## src/rtl/pc_pkg.sv

```systemverilog
// pc_pkg: shared widths, PC type and fetch FSM states for the fetch sequencer.
package pc_pkg;
    localparam int PC_W      = 10;
    localparam int LUT_AW    = 5;
    localparam int PGM_DEPTH = 512;
    typedef logic [PC_W-1:0] pc_t;
    typedef enum logic [1:0] {IDLE, RUN, BR_WAIT, DONE} fetch_st_e;
endpackage

```

## src/rtl/pc_branch_fetch.sv

```systemverilog
// pc_branch_fetch: PC/fetch sequencer driving the branch LUT index and taking its target.
// Define PC_BOUNDS_CHK_EN to trap any next PC at or beyond PGM_DEPTH.
module pc_branch_fetch
    import pc_pkg::*;
(
    input  logic              clk,
    input  logic              reset,
    input  logic              start,
    input  logic [PC_W-1:0]   start_addr,
    input  logic              branch_req,
    input  logic [LUT_AW-1:0] branch_idx,
    input  logic              halt,
    output logic [LUT_AW-1:0] lut_idx,
    input  logic [PC_W-1:0]   lut_target,
    output logic [PC_W-1:0]   pc,
    output logic              fetch_valid,
    output logic              busy,
    output logic              done,
    output logic              bound_err
);
    fetch_st_e         state_q, state_d;
    pc_t               pc_q, pc_d, nxt;
    logic [LUT_AW-1:0] lut_idx_q, lut_idx_d;
    logic              bound_err_q, bound_err_d, ld;

    always_comb begin
        state_d     = state_q;
        pc_d        = pc_q;
        lut_idx_d   = lut_idx_q;
        bound_err_d = bound_err_q;
        nxt         = '0;
        ld          = 1'b0;
        case (state_q)
            IDLE, DONE: if (start) begin
                nxt = start_addr;
                ld  = 1'b1;
            end
            RUN: if (halt) begin
                state_d = DONE;
            end else if (branch_req) begin
                lut_idx_d = branch_idx;
                state_d   = BR_WAIT;
            end else begin
                nxt = pc_q + 1'b1;
                ld  = 1'b1;
            end
            BR_WAIT: begin
                nxt = lut_target;
                ld  = 1'b1;
            end
            default: ;
        endcase
        // every PC load funnels through here so the bounds trap sees all sources
        if (ld) begin
`ifdef PC_BOUNDS_CHK_EN
            if ({1'b0, nxt} >= (PC_W+1)'(PGM_DEPTH)) begin
                bound_err_d = 1'b1;
                state_d     = DONE;
            end else begin
                pc_d    = nxt;
                state_d = RUN;
            end
`else
            pc_d    = nxt;
            state_d = RUN;
`endif
        end
    end

    always_ff @(posedge clk or posedge reset) begin
        if (reset) begin
            state_q     <= IDLE;
            pc_q        <= '0;
            lut_idx_q   <= '0;
            bound_err_q <= 1'b0;
        end else begin
            state_q     <= state_d;
            pc_q        <= pc_d;
            lut_idx_q   <= lut_idx_d;
            bound_err_q <= bound_err_d;
        end
    end

    assign pc          = pc_q;
    assign lut_idx     = lut_idx_q;
    assign fetch_valid = state_q == RUN;
    assign busy        = state_q == RUN || state_q == BR_WAIT;
    assign done        = state_q == DONE;
    assign bound_err   = bound_err_q;
endmodule

```

## config.mk

```make
export PLATFORM = sky130hd
export DESIGN_NAME = pc_branch_fetch
export DESIGN_NICKNAME = d
export VERILOG_FILES = /design/src/rtl/pc_pkg.sv /design/src/rtl/pc_branch_fetch.sv
export SDC_FILE = /design/constraint.sdc
export NUM_CORES = 1
export LEC_CHECK = 0
export CAP_MARGIN = 20
export CORE_ASPECT_RATIO = 0.5
export CORE_UTILIZATION = 37
export DETAILED_ROUTE_END_ITERATION = 16
export PLACE_DENSITY_LB_ADDON = 0.15
export REMOVE_ABC_BUFFERS = 1
export SLEW_MARGIN = 10
export SYNTH_ARGS = -nofsm -noshare
export SYNTH_HDL_FRONTEND = slang
export SYNTH_SLANG_ARGS = --single-unit
```

## constraint.sdc

```tcl
create_clock -name clk -period 2.2 [get_ports clk]
set_input_delay 0.44 -clock clk [delete_from_list [all_inputs] [get_ports clk]]
set_output_delay 0.44 -clock clk [all_outputs]
set_load 0.01 [all_outputs]
```

Yosys cells after proc, flatten, opt, wreduce, memory -nomap -nowiden
Cells that the tools add are included.
{"block": "totals", "ff_bits": 17, "latch_bits": 0, "ramBits": 0, "romBits": 0, "elab_cells": 27, "n_memories": 0}
{"block": "classes", "add_sub_neg": 1, "multipliers": 0, "div_mod_pow": 0, "n_lt_le_gt_ge": 0, "n_eq_ne": 3, "shifts": 0, "n_mux": 12, "bitwise_logic": 1, "reduce_logical": 7}
{"operator": "2-to-1 mux 10 bit", "count": 3}
{"operator": "one-hot mux 10 bit (3 select lines)", "count": 1}
{"operator": "adder 10 x 1 -> 10 bit, second input constant", "count": 1}
{"operator": "2-to-1 mux 2 bit", "count": 4}
{"operator": "== test 2 bit, second input constant", "count": 2}
{"operator": "2-to-1 mux 1 bit", "count": 3}
{"operator": "one-hot mux 1 bit (3 select lines)", "count": 1}
{"operator": "AND reduction 3 bit", "count": 1}
{"operator": "nonzero test 3 bit", "count": 1}
{"operator": "== test 2 x 1 -> 1 bit, second input constant", "count": 1}
{"operator": "zero test 2 bit", "count": 1}
{"operator": "AND reduction 2 bit", "count": 1}
{"operator": "nonzero test 2 bit", "count": 1}
{"operator": "OR reduction 2 bit", "count": 1}
{"operator": "logical OR 1 bit", "count": 1}
{"operator": "inverter 1 bit", "count": 1}

Depth between registers and ports, before layout
{"block": "logic_depth", "word_depth": 5, "mapped_depth": 8, "depth_no_buf": 6}

Least setup slack after synthesis
OpenSTA, ideal clock, no wires.
{"block": "synth_timing", "kind": "reg-to-reg", "from": "reg state_q[0]", "to": "reg pc_q[7], in the netlist pc[7]", "setup_time_ps": 124, "arrival_ps": 2007, "required_ps": 2076, "setup_slack_ps": 69, "stages_incl_launch_ff": 9, "period_less_slack_ps": 2131, "path_cell_list": "dfrtp_1 > inv_1 > ha_1 > buf_6 > or4b_4 > buf_6 > o211ai_4 > o21ai_2 > a211o_1"}
{"block": "synth_between", "elab_chain_cells": 3, "word_cells_on_any_way": 7, "classes_between": "3 x eq/ne; 2 x mux; 2 x reduce/logical"}
{"element": "start: declaration", "line": "pc_branch_fetch.sv:21", "text": "fetch_st_e state_q, state_d;"}
{"element": "start signal: assignment", "line": "pc_branch_fetch.sv:77", "text": "state_q <= state_d;"}
{"element": "== test 2 bit / zero test 2 bit (equally long branches)", "line": "pc_branch_fetch.sv:33", "text": "case (state_q)"}
{"element": "OR reduction 2 bit", "line": "pc_branch_fetch.sv:33"}
{"element": "one-hot mux 10 bit (3 select lines) / one-hot mux 1 bit (3 select lines) (equally long branches)", "line": "pc_branch_fetch.sv:33"}
{"element": "end signal: assignment", "line": "pc_branch_fetch.sv:78", "text": "pc_q <= pc_d;"}
{"element": "end: declaration", "line": "pc_branch_fetch.sv:22", "text": "pc_t pc_q, pc_d, nxt;"}
Parallel ways exist; a longest one is shown, timed or not.
A chain may end at the register's enable or synchronous reset.

Final worst setup path
{"block": "layout_timing", "from": "reg state_q[1]", "to": "out fetch_valid"}
{"block": "layout_between", "elab_chain_cells": 1}
{"element": "== test 2 x 1 -> 1 bit", "line": "pc_branch_fetch.sv:86", "text": "assign fetch_valid = state_q == RUN;"}
{"element": "end: declaration", "line": "pc_branch_fetch.sv:16", "text": "output logic fetch_valid,"}
Every way passes these cells.

==> results.py <==
metrics = {
    "synth": {
        "ys_warn_count": 0,
        "postSynthCellCount": 111,
        "ys_seq_area_share_pct": 38.7,
        "synth_edf_count": 0,
        "synth.distinct_cells": 40,
        "synth-seq-cells": 17,
        "synthesis.area_sq_um": 1100,
        "async_reset_ff_share_pct": 100,
        "synth.avg_cell_area_sq_um": 9.91,
        "synth_top_flop_cell": "dfrtp_1",
    },
    "clock_network": {
        "clk_path_buf_depth": 2,
        "cts_buffers": 3,
        "path_clk_slew_ns": 0.06,
        "htree_levels": 1,
        "clockRootBuffer": "clkbuf_8",
        "cts_hold_buf": 0,
        "clkLatencyLatePin_ns": 0.26,
        "cts_tree": "built",
        "clock_sinks": 17,
    },
    "floorplan": {
        "core-area_sq_um": 2700,
        "die_h_um": 40.6,
        "die_w_um": 79.1,
        "start_util_pct": 40.7,
        "ios": 49,
        "dieArea_sq_um": 3210,
        "rows": 13,
    },
    "critical_path": {
        "cp_top_family": "buffers and inverters",
        "criticalPathCategory": "register to output port",
        "rr_endpoint": "pc[5]$_DFFE_PP0P_",
        "crit_fanout": 8,
        "crit_cells": 3,
        "timing.critical_path.cells": "inv_1 > ha_1 > clkdlybuf4s50_1",
        "cp-endpoint": "fetch_valid",
        "crit_start": "state_q[1]$_DFFE_PP0P_",
        "cp_slowest_stage_delay_ns": 0.58,
        "required_ns": 1.76,
        "worst-path-buf-inv": 2,
        "rrSetupSlack_ns": 0.23,
        "start_kind": "register",
        "rr_startpoint": "state_q[1]$_DFFE_PP0P_",
        "crit_slowest_cell": "clkdlybuf4s50_1",
        "end_kind": "output port",
        "reg2reg_depth": 6,
        "arrival_ns": 1.57,
    },
    "detailed_routing": {
        "drc": 0,
        "first_iter_violations": 83,
        "drt-pass1-iter-count": 4,
        "wl_mm": 2.83,
        "via_per_inst": 5.22,
        "ant_nets": 0,
        "vias": 1064,
        "routedWlPerCell_um": 13.9,
    },
    "power_and_ir_drop": {
        "leakagePower_nw": 0.704,
        "finalPower_mw": 2.26,
        "p_per_area_nw_per_um2": 1330,
        "ir_drop_uv": 697,
    },
    "timing": {
        "setup_tns_ns": 0,
        "final_hold_viol_count": 0,
        "rsz0062_at_grt": "false",
        "slew_headroom_pct": 54.5,
        "skew_ns": 0.00561,
        "slew_violations": 0,
        "setup_violations": 0,
        "post-route-min-period_ns": 2.01,
        "fin_crit_sh_pct": 91.2,
        "worst_slack_ns": 0.194,
        "fmax_mhz": 498,
        "worst_slew_pin_slew_ns": 0.682,
    },
    "placement": {
        "dp_slack_ns": -0.0109,
        "gp_congestion": 0.843,
        "port_buffers": 47,
        "dpl.hpwl_mm": 2.20,
        "dpl_cell_area_sq_um": 1650,
    },
    "global_route": {
        "grt_pass1_wl_mm": 4.39,
        "overflow": 0,
        "antenna_found_initial": 0,
        "grtUsageTotal_pct": 19.3,
        "grt_pass1_vias": 948,
        "grt_max_degree": 18,
    },
    "final_layout": {
        "final_cell_mix": "clkdlybuf4s50_1 (46), dfrtp_1 (17), buf_4 (10)",
        "final_common_cell": "clkdlybuf4s50_1",
        "drive_above_1_share_pct": 15.6,
        "antenna_cells": 0,
        "finish.utilization_pct": 63.0,
        "post-route-cell-area_sq_um": 1700,
        "areaGrowthSynthToFinish_pct": 54.7,
        "nNetsFinal": 202,
    },
    "run_status": {
        "run_status": "finished, final reports clean",
    },
    "hold_path": {
        "hold_depth": 1,
        "min_path_type": "register to register",
    },
    "job": {
        "drv.max_cap_violation_count": 0,
    },
}
Yosys cell counts, types with 3 or more instances:
cell	number	area share [%]
o22ai_1	3	1.7
nand3_1	4	1.8
o21ai_0	6	2.7
nor2_1	6	2.0
a21oi_1	5	2.3
inv_1	5	1.7
a211o_1	3	2.4
nor4_1	3	1.7
mux2_2	7	7.2
dfrtp_1	17	39
o21ai_2	3	2.4
ha_1	4	4.6
nand2_1	9	3.1
a22oi_1	3	2.0
worst min-delay path by stage:
| stage | endpoint | slack [ns] | from |
|---|---|---|---|
| floorplan | lut_idx[0]$_DFFE_PP0P_ | 0.37 | reset |
| global placement | lut_idx[2]$_DFFE_PP0P_ | 0.49 | lut_idx[2]$_DFFE_PP0P_ |
| detailed placement | lut_idx[4]$_DFFE_PP0P_ | 0.50 | lut_idx[4]$_DFFE_PP0P_ |
| CTS | lut_idx[4]$_DFFE_PP0P_ | 0.51 | lut_idx[4]$_DFFE_PP0P_ |
| global route | lut_idx[3]$_DFFE_PP0P_ | 0.53 | lut_idx[3]$_DFFE_PP0P_ |
| finish | lut_idx[3]$_DFFE_PP0P_ | 0.51 | lut_idx[3]$_DFFE_PP0P_ |
sequential cells by signal, indices dropped and copies added (netlist names):
signal,flops
lut_idx,5
pc,10
state_q,2
cell type report:
class	count	area, sq um
Fill cell	242	998
Multi-Input combinational cell	84	618
Timing Repair Buffer	57	548
Sequential cell	17	425
Tap cell	37	46.3
Clock buffer	4	45.0
Inverter	5	18.8
through the flow:
stage | instances | hold slack (ns)
after floorplan | 106 | 0.366
after global placement | 199 | 0.488
after detailed placement | 199 | 0.496
after CTS | 204 | 0.509
after global routing | 204 | 0.528
final | 204 | 0.508
cells by family (layout without fill, tap and decap cells):
family	count (synthesis)	count (layout)	synth area share [%]
AND/OR/NAND/NOR	33	33	17.2
multiplexers	9	9	8.99
XOR/XNOR	3	3	2.39
adder cells (fa/ha/maj)	4	4	4.55
flip-flops	17	17	38.7
AO/OA/AOI/OAI	34	34	22.8
buffers and inverters	10	66	5.12
other	1	1	0.341
repair_timing:
action                     in CTS  in global routing
gates resized for setup         0                  1
buffers inserted                1                  0
setup endpoints to repair       1                  1
report_power, final:
group	leakage [nW]	switching (mW)	internal, mW
clock network	0.0228	0.112	0.129
registers	0.199	0.163	0.473
logic	0.482	0.630	0.758
metal layers:
layer	part of all wire (%)	wire length, um	GRT usage [%]	vias up
met5	0	0	0	-
met3	7.0	199	6.82	2
met1	50	1410	25.0	503
li1	-	-	-	529
met4	0.53	15	4.09	0
met2	43	1200	31.7	30
Power figures use the tool's default switching activity.
